--- src/rtl/game_pkg.sv ---
// game_pkg: velocity fixed-point format shared by the game physics blocks.
// Velocities are signed, VELOCITY_INTEGER_WIDTH integer bits plus
// VELOCITY_FRACTION_WIDTH fraction bits.
package game_pkg;
    localparam int VELOCITY_INTEGER_WIDTH  = 6;
    localparam int VELOCITY_FRACTION_WIDTH = 4;
endpackage

--- src/rtl/sram_pkg.sv ---
// sram_pkg: map and car coordinate widths shared with the map SRAM path.
// All coordinates are signed.
package sram_pkg;
    localparam int MAP_H_WIDTH    = 11;
    localparam int MAP_V_WIDTH    = 10;
    localparam int CAR_COOR_WIDTH = 6;
endpackage

--- src/rtl/track_pkg.sv ---
// track_pkg: types shared by the track-collision scheduler.
//   sched_state_e        scheduler FSM states
//   car_track_operand_t  one car's operands for the TrackCollision datapath
//   car_track_result_t   one car's captured datapath result
package track_pkg;
    localparam int VW    = game_pkg::VELOCITY_INTEGER_WIDTH + game_pkg::VELOCITY_FRACTION_WIDTH;
    localparam int X_W   = sram_pkg::MAP_H_WIDTH;
    localparam int Y_W   = sram_pkg::MAP_V_WIDTH;
    localparam int R_W   = sram_pkg::CAR_COOR_WIDTH;
    localparam int CNT_W = 4;

    typedef enum logic [2:0] {
        ST_IDLE,
        ST_DRIVE,
        ST_SETTLE,
        ST_CAPTURE,
        ST_DONE
    } sched_state_e;

    typedef struct packed {
        logic signed [X_W-1:0] x;
        logic signed [Y_W-1:0] y;
        logic signed [VW-1:0]  v_x;
        logic signed [VW-1:0]  v_y;
        logic signed [R_W-1:0] radius;
    } car_track_operand_t;

    typedef struct packed {
        logic signed [VW-1:0] v_x;
        logic signed [VW-1:0] v_y;
        logic                 in_track0;
        logic                 in_track1;
        logic                 in_sand;
        logic                 in_rock;
        logic                 collision;
    } car_track_result_t;
endpackage

--- src/rtl/sched_settle_counter.sv ---
// sched_settle_counter: loadable down-counter with a zero flag.
// Ports:
//   clk, rst    clock, synchronous active-high reset
//   load        load count with load_value (wins over dec)
//   load_value  value to load
//   dec         decrement by one, holding at zero
//   zero        count is zero
module sched_settle_counter #(
    parameter int WIDTH = 4
) (
    input  logic             clk,
    input  logic             rst,
    input  logic             load,
    input  logic [WIDTH-1:0] load_value,
    input  logic             dec,
    output logic             zero
);
    logic [WIDTH-1:0] count;

    always_ff @(posedge clk) begin
        if (rst)
            count <= '0;
        else if (load)
            count <= load_value;
        else if (dec && count != '0)
            count <= count - WIDTH'(1);
    end

    assign zero = (count == '0);
endmodule

--- src/rtl/track_collision_scheduler.sv ---
// track_collision_scheduler: shares one TrackCollision datapath between
// N_CAR cars once per frame. On i_start every car's operands are snapshot,
// then each car is driven to the datapath in index order, allowed to settle
// for SETTLE_CYCLES cycles, and its result captured into per-car registers.
// Optional feature macro COLLISION_COUNT_EN adds i_clear and per-car
// saturating collision-frame counters o_coll_cnt.
// Ports:
//   i_clk, i_rst           clock, synchronous active-high reset
//   i_start                frame-start pulse (ignored and flagged when busy)
//   i_x/i_y/i_v_x/i_v_y/i_radius [N_CAR]  per-car operands
//   o_trk_*                registered operands to the datapath
//   i_trk_*                datapath velocity and flags
//   o_v_x/o_v_y/o_in_*/o_collision [N_CAR]  captured per-car results
//   o_busy, o_done, o_overrun  sweep status
//
// state      | meaning
// -----------+-----------------------------------------------
// ST_IDLE    | waiting for i_start; o_trk_* hold last operands
// ST_DRIVE   | load o_trk_* from shadow[idx], load settle count
// ST_SETTLE  | wait for the datapath to settle
// ST_CAPTURE | register datapath result into result[idx]
// ST_DONE    | one-cycle o_done, back to idle
module track_collision_scheduler
    import track_pkg::*;
#(
    parameter int N_CAR         = 2,
    parameter int SETTLE_CYCLES = 2
) (
    input  logic                  i_clk,
    input  logic                  i_rst,
    input  logic                  i_start,
`ifdef COLLISION_COUNT_EN
    input  logic                  i_clear,
`endif
    input  logic signed [X_W-1:0] i_x      [N_CAR],
    input  logic signed [Y_W-1:0] i_y      [N_CAR],
    input  logic signed [VW-1:0]  i_v_x    [N_CAR],
    input  logic signed [VW-1:0]  i_v_y    [N_CAR],
    input  logic signed [R_W-1:0] i_radius [N_CAR],
    output logic signed [X_W-1:0] o_trk_x,
    output logic signed [Y_W-1:0] o_trk_y,
    output logic signed [VW-1:0]  o_trk_v_x,
    output logic signed [VW-1:0]  o_trk_v_y,
    output logic signed [R_W-1:0] o_trk_radius,
    input  logic signed [VW-1:0]  i_trk_v_x,
    input  logic signed [VW-1:0]  i_trk_v_y,
    input  logic                  i_trk_in_track0,
    input  logic                  i_trk_in_track1,
    input  logic                  i_trk_in_sand,
    input  logic                  i_trk_in_rock,
    input  logic                  i_trk_collision,
    output logic signed [VW-1:0]  o_v_x       [N_CAR],
    output logic signed [VW-1:0]  o_v_y       [N_CAR],
    output logic                  o_in_track0 [N_CAR],
    output logic                  o_in_track1 [N_CAR],
    output logic                  o_in_sand   [N_CAR],
    output logic                  o_in_rock   [N_CAR],
    output logic                  o_collision [N_CAR],
`ifdef COLLISION_COUNT_EN
    output logic [7:0]            o_coll_cnt  [N_CAR],
`endif
    output logic                  o_busy,
    output logic                  o_done,
    output logic                  o_overrun
);
    localparam int               IDX_W    = (N_CAR > 1) ? $clog2(N_CAR) : 1;
    localparam logic [IDX_W-1:0] LAST_IDX = IDX_W'(N_CAR - 1);

    sched_state_e       state, state_next;
    logic [IDX_W-1:0]   idx;
    car_track_operand_t shadow [N_CAR];
    car_track_operand_t trk;
    car_track_result_t  result [N_CAR];
    logic               snapshot, drive, capture, settle_zero;

    always_ff @(posedge i_clk) begin
        if (i_rst)
            state <= ST_IDLE;
        else
            state <= state_next;
    end

    always_comb begin
        state_next = state;
        snapshot   = 1'b0;
        drive      = 1'b0;
        capture    = 1'b0;
        case (state)
            ST_IDLE: begin
                if (i_start) begin
                    snapshot   = 1'b1;
                    state_next = ST_DRIVE;
                end
            end
            ST_DRIVE: begin
                drive      = 1'b1;
                state_next = ST_SETTLE;
            end
            ST_SETTLE: begin
                if (settle_zero)
                    state_next = ST_CAPTURE;
            end
            ST_CAPTURE: begin
                capture    = 1'b1;
                state_next = (idx == LAST_IDX) ? ST_DONE : ST_DRIVE;
            end
            ST_DONE:  state_next = ST_IDLE;
            default:  state_next = ST_IDLE;
        endcase
    end

    // Loaded with SETTLE_CYCLES-1 so that SETTLE lasts SETTLE_CYCLES cycles.
    sched_settle_counter #(.WIDTH(CNT_W)) u_settle (
        .clk        (i_clk),
        .rst        (i_rst),
        .load       (drive),
        .load_value (CNT_W'(SETTLE_CYCLES - 1)),
        .dec        (state == ST_SETTLE),
        .zero       (settle_zero)
    );

    // Shadow copy only feeds trk, which is reset, so it needs no reset.
    always_ff @(posedge i_clk) begin
        if (snapshot) begin
            for (int k = 0; k < N_CAR; k++)
                shadow[k] <= '{x: i_x[k], y: i_y[k], v_x: i_v_x[k],
                               v_y: i_v_y[k], radius: i_radius[k]};
        end
    end

    always_ff @(posedge i_clk) begin
        if (i_rst) begin
            idx       <= '0;
            trk       <= '0;
            o_overrun <= 1'b0;
            for (int k = 0; k < N_CAR; k++)
                result[k] <= '0;
        end else begin
            if (snapshot)
                idx <= '0;
            if (drive)
                trk <= shadow[idx];
            if (capture) begin
                result[idx] <= '{v_x: i_trk_v_x, v_y: i_trk_v_y,
                                 in_track0: i_trk_in_track0, in_track1: i_trk_in_track1,
                                 in_sand: i_trk_in_sand, in_rock: i_trk_in_rock,
                                 collision: i_trk_collision};
                if (idx != LAST_IDX)
                    idx <= idx + IDX_W'(1);
            end
            if (i_start && state != ST_IDLE)
                o_overrun <= 1'b1;
        end
    end

`ifdef COLLISION_COUNT_EN
    logic [7:0] coll_cnt [N_CAR];

    // Clear beats a same-cycle increment.
    always_ff @(posedge i_clk) begin
        if (i_rst || i_clear) begin
            for (int k = 0; k < N_CAR; k++)
                coll_cnt[k] <= '0;
        end else if (capture && i_trk_collision && coll_cnt[idx] != 8'hFF) begin
            coll_cnt[idx] <= coll_cnt[idx] + 8'd1;
        end
    end

    assign o_coll_cnt = coll_cnt;
`endif

    assign o_trk_x      = trk.x;
    assign o_trk_y      = trk.y;
    assign o_trk_v_x    = trk.v_x;
    assign o_trk_v_y    = trk.v_y;
    assign o_trk_radius = trk.radius;
    assign o_busy       = (state != ST_IDLE);
    assign o_done       = (state == ST_DONE);

    for (genvar k = 0; k < N_CAR; k++) begin : g_out
        assign o_v_x[k]       = result[k].v_x;
        assign o_v_y[k]       = result[k].v_y;
        assign o_in_track0[k] = result[k].in_track0;
        assign o_in_track1[k] = result[k].in_track1;
        assign o_in_sand[k]   = result[k].in_sand;
        assign o_in_rock[k]   = result[k].in_rock;
        assign o_collision[k] = result[k].collision;
    end
endmodule

--- config.mk ---
export PLATFORM = sky130hd
export DESIGN_NAME = track_collision_scheduler
export DESIGN_NICKNAME = d
export VERILOG_FILES = /design/src/rtl/game_pkg.sv /design/src/rtl/sram_pkg.sv /design/src/rtl/track_pkg.sv /design/src/rtl/sched_settle_counter.sv /design/src/rtl/track_collision_scheduler.sv
export SDC_FILE = /design/constraint.sdc
export NUM_CORES = 1
export LEC_CHECK = 0
export ABC_CLOCK_PERIOD_IN_PS = 28500
export CORE_UTILIZATION = 50
export DETAILED_ROUTE_END_ITERATION = 6
export PLACE_DENSITY = 0.87
export SLEW_MARGIN = 10
export SYNTH_ARGS = -nofsm -noshare
export SYNTH_HDL_FRONTEND = slang
export SYNTH_HIERARCHICAL = 1
export SYNTH_SLANG_ARGS = --single-unit
--- constraint.sdc ---
create_clock -name i_clk -period 28.5 [get_ports i_clk]
set_input_delay 5.7 -clock i_clk [delete_from_list [all_inputs] [get_ports i_clk]]
set_output_delay 5.7 -clock i_clk [all_outputs]
set_load 0.05 [all_outputs]
# == Yosys cells after proc, flatten, opt, wreduce, memory -nomap -nowiden ==
# Memory sizes are Yosys's and may differ from the RTL's. A register that Yosys moved wholly into a read port is not among the register bits.
# Cells that the tools add are included.
# word_totals
wordCells,48
mem_count,2
inputBits,122
mem_bits_rw,144
register_bits,9
# classes
n_addsub,2
n_reduce_logical,10
eq_ne,6
n_mux,23
# memory_table
memory,words,word_bits,read_ports,rd_ports_with_merged_regs,write_ports,line,source
shadow,2,47,1,1,2,track_collision_scheduler.sv:71,car_track_operand_t shadow [N_CAR];
result,2,25,2,0,2,track_collision_scheduler.sv:73,car_track_result_t result [N_CAR];
# ops
operator,n
two-way mux 25 bit,1
OR reduction 25 bit,1
two-way mux 1 bit,18
one-hot mux 3 bit (4 select lines),1
two-way mux 3 bit,3
"== test 3 x 2 -> 1 bit, second input constant",2
logical NOT 4 bit,1
"!= test 2 bit, second input constant",2
nonzero test 4 bit,1
"subtractor 4 x 1 -> 4 bit, second input constant",1
"== test 3 x 1 -> 1 bit, second input constant",1
"== test 3 bit, second input constant",1
logical NOT 3 bit,1
nonzero test 3 bit,1
logical AND 1 bit,2
AND reduction 2 bit,1
nonzero test 2 bit,1
OR reduction 2 bit,1
"adder 1 bit, second input constant",1

# == Depth between registers and ports, before layout ==
# depth
depth_word,7
mapped_depth,6
depth_no_buf,6

# == Modules after synthesis ==
# The synthesis kept the hierarchy.
# modules_own_cells
mod,seq_area_each_um2,instances,area_each_um2,cells_each
track_collision_scheduler,5365.1,1,7058.0,388
sched_settle_counter,80.1,1,262.8,29

# == Worst setup path after synthesis ==
# OpenSTA, ideal clock, no wires.
# synth_path
path_type,input to register
startpoint,input port i_start
endpoint,memory shadow[0][0] (netlist bit) (enable)
path_stages,1
arrival_ns,15.245
t_required_ns,27.685
slack_ns,12.440
cell_sequence,nor4b_1
# synth_rtl
element,line,source
start: declaration,track_collision_scheduler.sv:31,"input logic i_start,"
end: declaration,track_collision_scheduler.sv:71,

# == Final worst setup path ==
# layout_path
startpoint,register state[1]
endpoint,output port o_busy
# layout_via
elab_chain_cells,1
# layout_lines
element,line,source
start: declaration,track_collision_scheduler.sv:69,"sched_state_e state, state_next;"
start signal: assignment,track_collision_scheduler.sv:80,state <= state_next;
nonzero test 3 bit,track_collision_scheduler.sv:177,assign o_busy = (state != ST_IDLE);
end: declaration,track_collision_scheduler.sv:62,"output logic o_busy,"
# Every way passes these cells.

==> reports/qor.yml <==
run_status:
  status: "finished clean"
critical_path:
  crit_path_slowest_cell: "sky130_fd_sc_hd__clkdlybuf4s50_1"
  timing.critical_path.to_type: "primary output"
  critical_path_buf_inv_count: 1
  timing.critical_path.required_ps: 22800
  critPathLaunchType: "flip-flop"
  critical-path-top-delay-family: "buffers and inverters"
  timing.critical_path.arrival_ps: 1980
  worstSetupPathType: "flip-flop to primary output"
  cp_max_fo: 11
  path_cells: "or3_1, clkdlybuf4s50_1"
  max_stage_delay_ps: 810
global_routing:
  via_count_of_the_first_global_routing_pass: 4448
  grt_pass1_wl_um: 22800
  maximum_number_of_pins_on_one_net_before_global_route_repair: 57
  remaining_global_route_overflow: 0
  grt_usage_pct: 20.5
  antenna_found_initial: 0
final_layout:
  final_layout_size_suffix_gt1_share_pct: 12.4
  final_nets: 764
  layout.filler_cells: 872
  antenna-diode-count: 0
  layout_commonest_cell: "sky130_fd_sc_hd__clkdlybuf4s50_1"
  final_cell_mix: "221 x sky130_fd_sc_hd__clkdlybuf4s50_1, 144 x sky130_fd_sc_hd__edfxtp_1, 55 x sky130_fd_sc_hd__dfxtp_1, 50 x sky130_fd_sc_hd__and2_1, 48 x sky130_fd_sc_hd__mux2i_1"
  areaGrowthSynthToFinish_pct: 41.0
floorplan:
  io-pin-count: 222
  fp.coreArea_um2: 14100
  die_y_um: 123
  die-area_um2: 15100
  die_x_um: 123
  floorplan.rows: 43
  start_util_pct: 51.9
sta:
  finalSetupViolCount: 0
  slew_headroom_pct: 26.8
  timing_worst_slew_pin_value_ps: 1090
  finalMaxSlewViolations: 0
  timing_hold_violations_final: 0
  fin_tns_setup_ps: 0
  finalCritPeriodShare_pct: 27.0
  finalClockSkew_ps: 8.75
  achievable-frequency_ghz: 0.130
  setup_repair_after_global_routing_missed_its_margin: "false"
  period_needed_ps: 7680
detailed_routing:
  detail_route.vias_per_cell: 5.14
  routedWlPerCell_um: 18.1
  ant_nets: 0
  postRouteWirelength_um: 15100
  dr.first_iter.drc_count: 267
  detail_route.first_pass.iterations: 6
  vias: 4286
  detail_route.drc_violations: 0
clocking:
  clk_pin_slew_worst_paths_ps: 70
  cts-buffers-inserted: 17
  h-tree-depth: 4
  hold_buffers: 0
  cts_tree: "done"
  count_of_cells_resized_by_post_cts_repair: 0
  clk_root_buffer_cell: "sky130_fd_sc_hd__clkbuf_16"
  clock_insertion_delay_worst_skew_ps: 430
  number_of_setup_buffers_added_after_cts: 0
  clock_sinks: 200
  buffer_levels_on_the_longest_clock_path: 2
yosys:
  synthesis.area_per_instance_um2: 17.6
  synth_cell_types: 38
  syn-cell-area_um2: 7320
  syn_inst: 417
  yosys.area.top_type_share_pct: 59.1
  yosys_warnings: 6
  biggest_area_consumer_among_synthesized_cells: "sky130_fd_sc_hd__edfxtp_1"
  netlist_top_cells_area: "sky130_fd_sc_hd__edfxtp_1 59%, sky130_fd_sc_hd__dfxtp_1 15%, sky130_fd_sc_hd__mux2i_1 6.6%"
  number_of_flip_flops_and_latches_in_the_synthesized_netlist: 200
  synth_seq_area_share_pct: 74.4
pwr:
  leakage_nw: 3.53
  sw_frac_of_total_pct: 31.4
  cell_internal_pwr_uw: 570
  power.share.clock_pct: 29.4
  power_frac_seq_pct: 46.5
  net_switching_uw: 261
  combinational_share_of_power_pct: 24.2
  pwr_density_cell_nw_per_um2: 80.5
  vdd.ir_drop.worst_mv: 0.0483
  fin_total_pwr_uw: 831
placed_design:
  routabilityCongestion: 0.795
  dp_hpwl_um: 10500
  numPortBuffers: 221
worst_hold_path:
  timing.hold.worst.class: "flip-flop to flip-flop"
job:
  maxCapViolCount: 0
==> flip-flops by register name, summed over array words and instances (netlist names) <==
signal	flops
shadow	94
u_settle/count	4
o_trk_v_x	10
o_overrun	1
state	3
o_trk_x	11
o_trk_radius	6
o_trk_v_y	10
idx	1
result	50
o_trk_y	10
==> layout make-up <==
cell class	instances	area, um^2	share of cell area [%]
sequential	200	5450	52.8
timing repair buffer	226	2250	21.8
multi-input combinational	192	1780	17.2
clock buffer	17	425	4.12
tap	180	225	2.18
clock inverter	15	181	1.76
inverter	4	15.0	0.145
==> worst register-to-register path: cells and delay by family, from the launching register on <==
family,cells,cell delay [ps]
simple gates,1,320
compound gates,1,660
flops,1,310
buf+inv,1,670
==> through the flow <==
step	area, um^2	instances	setup WS (ps)	hold WS [ps]	utilization [%]
global route	10300	834	20710	476	73.2
floorplan	7330	419	12440	484	-
global placement	9690	802	20540	448	68.8
detailed placement	9690	802	20460	452	68.8
finish	10300	834	20820	471	73.2
CTS	10300	834	20800	469	73.1
==> cells in the mapped netlist <==
library cell / instances
sky130_fd_sc_hd__nor3b_1: 3
sky130_fd_sc_hd__o21bai_1: 2
sky130_fd_sc_hd__nand2b_1: 1
sky130_fd_sc_hd__and2_1: 50
sky130_fd_sc_hd__a21o_1: 1
sky130_fd_sc_hd__nor2_1: 7
sky130_fd_sc_hd__a311oi_1: 2
sky130_fd_sc_hd__a21oi_1: 1
sky130_fd_sc_hd__buf_2: 10
sky130_fd_sc_hd__nand2b_4: 1
sky130_fd_sc_hd__buf_6: 4
sky130_fd_sc_hd__mux2i_1: 48
sky130_fd_sc_hd__or2_2: 1
sky130_fd_sc_hd__nor2b_1: 1
sky130_fd_sc_hd__nor4b_1: 1
sky130_fd_sc_hd__nand3_1: 1
sky130_fd_sc_hd__a211oi_1: 2
sky130_fd_sc_hd__inv_1: 4
sky130_fd_sc_hd__a2111oi_4: 1
sky130_fd_sc_hd__nor4b_2: 1
sky130_fd_sc_hd__o2bb2ai_2: 30
sky130_fd_sc_hd__nor3_2: 2
sky130_fd_sc_hd__o2bb2ai_1: 17
sky130_fd_sc_hd__edfxtp_1: 144
sky130_fd_sc_hd__ha_1: 1
sky130_fd_sc_hd__nand4b_1: 1
sky130_fd_sc_hd__dfxtp_1: 56
sky130_fd_sc_hd__buf_4: 1
sky130_fd_sc_hd__clkbuf_1: 8
sky130_fd_sc_hd__nand2_1: 4
sky130_fd_sc_hd__a311o_1: 1
sky130_fd_sc_hd__nor3_1: 2
sky130_fd_sc_hd__xnor2_1: 1
sky130_fd_sc_hd__or3_1: 2
sky130_fd_sc_hd__or3b_4: 1
sky130_fd_sc_hd__nor3b_2: 1
sky130_fd_sc_hd__a2111oi_0: 1
sky130_fd_sc_hd__conb_1: 2
==> path summary, 6_finish.rpt <==
check | start | to | slack [ps] | depth (start not counted)
worst min-delay path | o_trk_y[9]$_SDFFE_PP0P_ | o_trk_y[9]$_SDFFE_PP0P_ | 470 | 1
worst max register to register | idx$_SDFF_PP0_ | result[1][4]$_SDFFCE_PN0P_ | 26160 | 3
worst min register to register | o_trk_y[9]$_SDFFE_PP0P_ | o_trk_y[9]$_SDFFE_PP0P_ | 470 | 1
worst max-delay path | state[1]$_SDFFE_PP0P_ | o_busy | 20820 | 2
==> routing by layer <==
metal  up-vias  GRT usage (%)  wire (um)
met5         -              0          0
met4         0           8.89        226
met3        20           4.57       1090
met2       187           37.1       7950
met1      2050           23.3       5810
li1       2029              -          -
==> cell families (layout without fill, tap and decap cells) <==
kind of cell,Yosys count,in the layout,share of synthesized area [%]
DFF,200,200,74.4
and+or+nand+nor,80,80,7.01
AOI/OAI and AO/OA,58,58,9.64
muxes,48,48,6.56
buffers and inverters,27,262,2.02
other,2,4,0.103
adders and majority gates,1,1,0.171
xor gates and xnor gates,1,1,0.120
==> power groups by stage <==
stage	Sequential (mW)	Clock (mW)	Combinational, mW
after floorplan	0.456	0	0.0726
after global placement	0.390	0	0.195
after detailed placement	0.392	0	0.201
after CTS	0.387	0.248	0.202
after global routing	0.390	0.260	0.212
final	0.386	0.244	0.201
Power figures use the tool's default switching activity.
==> RTL edit 1, RTL diff (same settings) <==
Register the output `o_overrun` once more, with the module's reset; this adds one clock of latency there. The other outputs are not delayed to match.
--- a/src/rtl/track_collision_scheduler.sv
+++ b/src/rtl/track_collision_scheduler.sv
@@ -66,6 +66,8 @@
     localparam int               IDX_W    = (N_CAR > 1) ? $clog2(N_CAR) : 1;
     localparam logic [IDX_W-1:0] LAST_IDX = IDX_W'(N_CAR - 1);
 
+    logic o_overrun_s0;
+
     sched_state_e       state, state_next;
     logic [IDX_W-1:0]   idx;
     car_track_operand_t shadow [N_CAR];
@@ -132,7 +134,7 @@
         if (i_rst) begin
             idx       <= '0;
             trk       <= '0;
-            o_overrun <= 1'b0;
+            o_overrun_s0 <= 1'b0;
             for (int k = 0; k < N_CAR; k++)
                 result[k] <= '0;
         end else begin
@@ -149,7 +151,7 @@
                     idx <= idx + IDX_W'(1);
             end
             if (i_start && state != ST_IDLE)
-                o_overrun <= 1'b1;
+                o_overrun_s0 <= 1'b1;
         end
     end
 
@@ -186,5 +188,13 @@
         assign o_in_rock[k]   = result[k].in_rock;
         assign o_collision[k] = result[k].collision;
     end
+    always_ff @(posedge i_clk) begin
+        if (i_rst) begin
+            o_overrun <= '0;
+        end else begin
+            o_overrun <= o_overrun_s0;
+        end
+    end
+
 endmodule
 
Function: changed (Yosys sat finds a counterexample within 4 cycles, from zero or initial values and one cycle with i_rst high).
==> RTL edit 1 against the original RTL <==
Sequential cell count up 1; cell count is 0.48% higher; clock skew increased by 7.3 ps; synthesized area fell by 2.1%; die area decreased by 2.1%; hold slack got worse by 5.7 ps; final area is 1.0% lower; setup slack got worse by 90 ps; power is 2.7% higher; routed wire length grew 2.1%.
==> RTL edit 1: results (changes against the original RTL) <==
- The flow ran to the end, and the final reports show no timing, DRC or antenna violations.
- By count the netlist is led by 144 x sky130_fd_sc_hd__edfxtp_1, 57 x sky130_fd_sc_hd__dfxtp_1, 51 x sky130_fd_sc_hd__and2_1, 48 x sky130_fd_sc_hd__mux2i_1, 47 x sky130_fd_sc_hd__o2bb2ai_1.
- The worst path arrival time was 2070 ps (+90 ps).
- The static leakage is 3.50 nW (-0.91%).
- The path with the worst hold slack has its endpoint at o_trk_v_x[5].
- The depth of the worst register-to-register path is 4 (+1).
- In the post-synthesis netlist, the biggest area contributors are sky130_fd_sc_hd__edfxtp_1 60%, sky130_fd_sc_hd__dfxtp_1 16%, sky130_fd_sc_hd__mux2i_1 6.7%.
- The total iterations of the first detailed-routing run was 4 (-2).
- The deepest level of the CTS H-tree is 1 (-3).
- The flip-flop count of the largest register, all copies and words added is 94 (unchanged).
- The final-layout fill cell count came to 809 (-7.2%).
- The later-pin clock latency in the skew report is 480 ps (+50 ps).
- The number of buffers created by CTS is 20 (+3).
- The pre-CTS setup slack came to 20500 ps (+34.7 ps).
- The minimum hold slack is 465 ps (-5.67 ps).
- The maximum count of clock buffers along a single path is 3 (+1).
- The antenna diode count was 0 (unchanged).
- The detailed router's first-iteration violation count came to 268 (+0.37%).
- The final HPWL from detailed placement came to 10.4 mm (-0.27%).
- The fraction of power spent switching nets is 29.4% (-2.0 points).
- The worst-case clock skew is 16.0 ps (+7.26 ps).
- The sequential cell area in the final layout is 5470 um2 (+0.37%).
- The total cell area at the placement stage is 9500 um2 (-2.0%).
- The highest ir drop seen on vdd was 0.0000627 V (+30%).
- The pin count of the biggest net entering global routing is 85 (+49%).
- The peak per-stage delay on the critical path is 830 ps (+20 ps).
- The wire length of the first global-routing pass was 23.1 mm (+1.3%).
- The number of vias in the routed layout came to 4354 (+1.6%).
- The overall global routing resource usage is 20.4% (-0.10 points).
- The unique cell type count in the Yosys netlist is 35 (-7.9%).
- The post-synthesis sequential area ratio is 76.3% (+1.9 points).
- The worst-case register-to-register setup slack was 26030 ps (-130 ps).
- The layout cell share with drive strength beyond 1 is 7.14% (-5.2 points).
- The startpoint of the worst hold path is o_trk_v_x[5].
- The worst max-slew margin expressed relative to the limit came to 18.3% (-8.5 points).
- The average wire per cell in the routed design came to 18.4 um (+1.6%).
- The maximum fanout count along the critical path was 8 (-3).
- The final net count is 767 (+0.39%).
- The via count of the first global-routing pass is 4565 (+2.6%).
- The kind of cell with the highest combined delay on the critical path is buffers and inverters.
==> RTL edit 1: layout make-up <==
class                   count  area share, %
clock buffers              24           5.14
flip-flops and latches    201           53.5
well taps                 180           2.20
inverters                   6          0.220
clock inverters            12           1.70
multi-input cells         192           15.4
repair buffers            223           21.8
==> RTL edit 1: worst max path at each step <==
stage | startpoint | end | slack, ps | cells after the start
2_1_floorplan | i_start | shadow[0][0] | 20140 | 1
3_3_place_gp | i_rst | result[0][20] | 20660 | 3
3_5_place_dp | i_rst | result[0][15] | 20500 | 3
4_1_cts | state[0] | o_busy | 20720 | 3
5_1_grt | state[1] | o_busy | 20650 | 3
6_report | state[0] | o_busy | 20730 | 3
==> RTL edit 1: kinds of logic (layout without fill, tap and decap cells) <==
group	after synthesis	in the layout	synth area share (%)
DFF	201	201	76.3
and+or+nand+nor	79	79	6.93
AOI/OAI and AO/OA	59	59	7.32
muxes	48	48	6.71
buffers and inverters	28	265	2.37
other	2	4	0.105
adders and majority gates	1	1	0.175
xor gates and xnor gates	1	1	0.122
==> RTL edit 1: power groups by stage <==
stage,Combinational (W),Clock [W],Sequential [W]
floorplan,0.0000652,0,0.000448
global placement,0.000187,0,0.000389
detailed placement,0.000193,0,0.000392
CTS,0.000194,0.000278,0.000387
global route,0.000204,0.000291,0.000390
finish,0.000193,0.000273,0.000387
==> RTL edit 1: metrics by stage <==
step | instances | power [W]
3_3_place_gp | 802 | 0.000576
4_1_cts | 838 | 0.000858
3_5_place_dp | 802 | 0.000585
2_1_floorplan | 421 | 0.000514
6_report | 838 | 0.000853
5_1_grt | 838 | 0.000885
==> RTL edit 1: routing by layer <==
metal | vias to the layer above | GRT usage (%) | part of all wire (%) | wire length, um
li1 | 2037 | - | - | -
met1 | 2062 | 24.1 | 39 | 5970
met2 | 222 | 36.6 | 51 | 7910
met3 | 33 | 3.89 | 6.6 | 1020
met4 | 0 | 8.18 | 3.1 | 483
met5 | - | 0 | 0 | 0
==> RTL edit 2, RTL diff (config.mk and constraints unchanged) <==
Made on the original files. Set the parameter `N_CAR` to 4 (it was 2).
--- a/src/rtl/track_collision_scheduler.sv
+++ b/src/rtl/track_collision_scheduler.sv
@@ -23,7 +23,7 @@
 module track_collision_scheduler
     import track_pkg::*;
 #(
-    parameter int N_CAR         = 2,
+    parameter int N_CAR         = 4,
     parameter int SETTLE_CYCLES = 2
 ) (
     input  logic                  i_clk,
Ports: changed (12 resized); port bits go from 222 to 366. No check against the original RTL was run, so the function may have changed too.
==> RTL edit 2 against the original RTL <==
Cell count rose by 63%; count of clock-buffer cells in the layout rose by 26; sequential share of layout area rose by 2.8 points; sequential cell count rose by 145; setup slack got worse by 1200 ps; critical path depth rose by 3; via count rose by 69%; synthesized area rose by 71%; routed wire length rose by 95%; power rose by 45%; final area rose by 71%.
==> RTL edit 2: results (changes against the original RTL) <==
- The final net count came to 1231 (+61%).
- The peak per-stage delay on the critical path was 900 ps (+90 ps).
- The worst-case clock skew is 18.3 ps (+9.59 ps).
- The clock network fraction of design power is 37.4% (+8.0 points).
- The deepest level of the CTS H-tree is 2 (-2).
- The run finished with clean final reports.
- The pin count of the biggest net entering global routing is 91 (+60%).
- The endpoint of the worst hold-timing path is o_overrun.
- The number of input and output port buffers inserted is 365 (+65%).
- The detailed router's first-iteration violation count is 471 (+76%).
- The startpoint of the worst hold path is o_overrun.
- The sequential cell count of the final layout is 345 (+73%).
- The minimum hold slack came to 474 ps (+2.93 ps).
- The average wire per cell in the routed design is 21.6 um (+20%).
- The non-clock buffer instance count of the final layout came to 373 (+65%).
- By area the synthesized netlist is led by sky130_fd_sc_hd__edfxtp_1 69%, sky130_fd_sc_hd__dfxtp_1 9.1%, sky130_fd_sc_hd__mux4_2 8.4%.
- The worst path arrival time came to 8990 ps (+7010 ps).
- The depth of the worst register-to-register path is 4 (+1).
- The number of buffers created by CTS is 34 (+17).
- The end point of the critical path is shadow[2][35].
- The total iterations of the first detailed-routing run is 5 (-1).
- The global-route met1 utilization is 26.5% (+3.2 points).
- The overall global routing resource usage is 22.8% (+2.2 points).
- The worst setup margin is 19630 ps (-1190 ps).
- The static leakage is 6.15 nW (+74%).
- The power density normalized to cell area was 68.3 nW/um2 (-15%).
- The switching power summed over all nets is 0.000280 W (+7.5%).
- The capturing point of the worst reg2reg path is shadow[2][35].
- The maximum count of clock buffers along a single path is 3 (+1).
- In this run the worst setup path begins at i_start.
- The pre-CTS setup slack came to 19170 ps (-1290 ps).
- The number of instances on the worst hold path was 2 (+1).
- The met3 track demand over resource is 5.94% (+1.4 points).
- The flip-flop count of the largest register, all copies and words added is 188 (+100%).
- The unique cell type count in the Yosys netlist is 43 (+13%).
- The multi-input logic cell count is 254 (+32%).
- The non-clock inverter count in the final layout came to 5 (+1).
- The highest ir drop seen on vdd is 0.0000663 V (+37%).
- The placer congestion estimate is 0.787 (-0.94%).
- The largest individual stage delay along the critical path comes from the cell sky130_fd_sc_hd__buf_4.
- After synthesis, the most frequently instantiated cells are 288 x sky130_fd_sc_hd__edfxtp_1, 101 x sky130_fd_sc_hd__and2_1, 57 x sky130_fd_sc_hd__dfxtp_1, 47 x sky130_fd_sc_hd__a22o_1, 47 x sky130_fd_sc_hd__mux4_2.
- The actual transition at the worst max-transition pin is 1190 ps (+97.1 ps).
RTL edit 2: cell types whose count changed in the layout (fill, tap and decap cells not counted), moves of 5 or more:
cell / delta
sky130_fd_sc_hd__mux2i_1: -46
sky130_fd_sc_hd__o2bb2ai_1: -17
sky130_fd_sc_hd__clkbuf_16: +17
sky130_fd_sc_hd__a22o_1: +47
sky130_fd_sc_hd__clkbuf_1: +7
sky130_fd_sc_hd__clkinv_2: +6
sky130_fd_sc_hd__and2_1: +51
sky130_fd_sc_hd__o2bb2ai_2: -30
sky130_fd_sc_hd__clkdlybuf4s50_1: +144
sky130_fd_sc_hd__inv_6: -5
sky130_fd_sc_hd__edfxtp_1: +144
sky130_fd_sc_hd__mux4_2: +47
RTL edit 2: cells by family after synthesis:
logic type                 count (synthesis)  synth area share [%]
DFF                                      345                  78.0
muxes                                     49                  8.60
buffers and inverters                     39                  1.65
other                                      2                0.0599
AOI/OAI and AO/OA                         59                  4.15
adders and majority gates                  2                 0.199
and+or+nand+nor                          140                  7.32
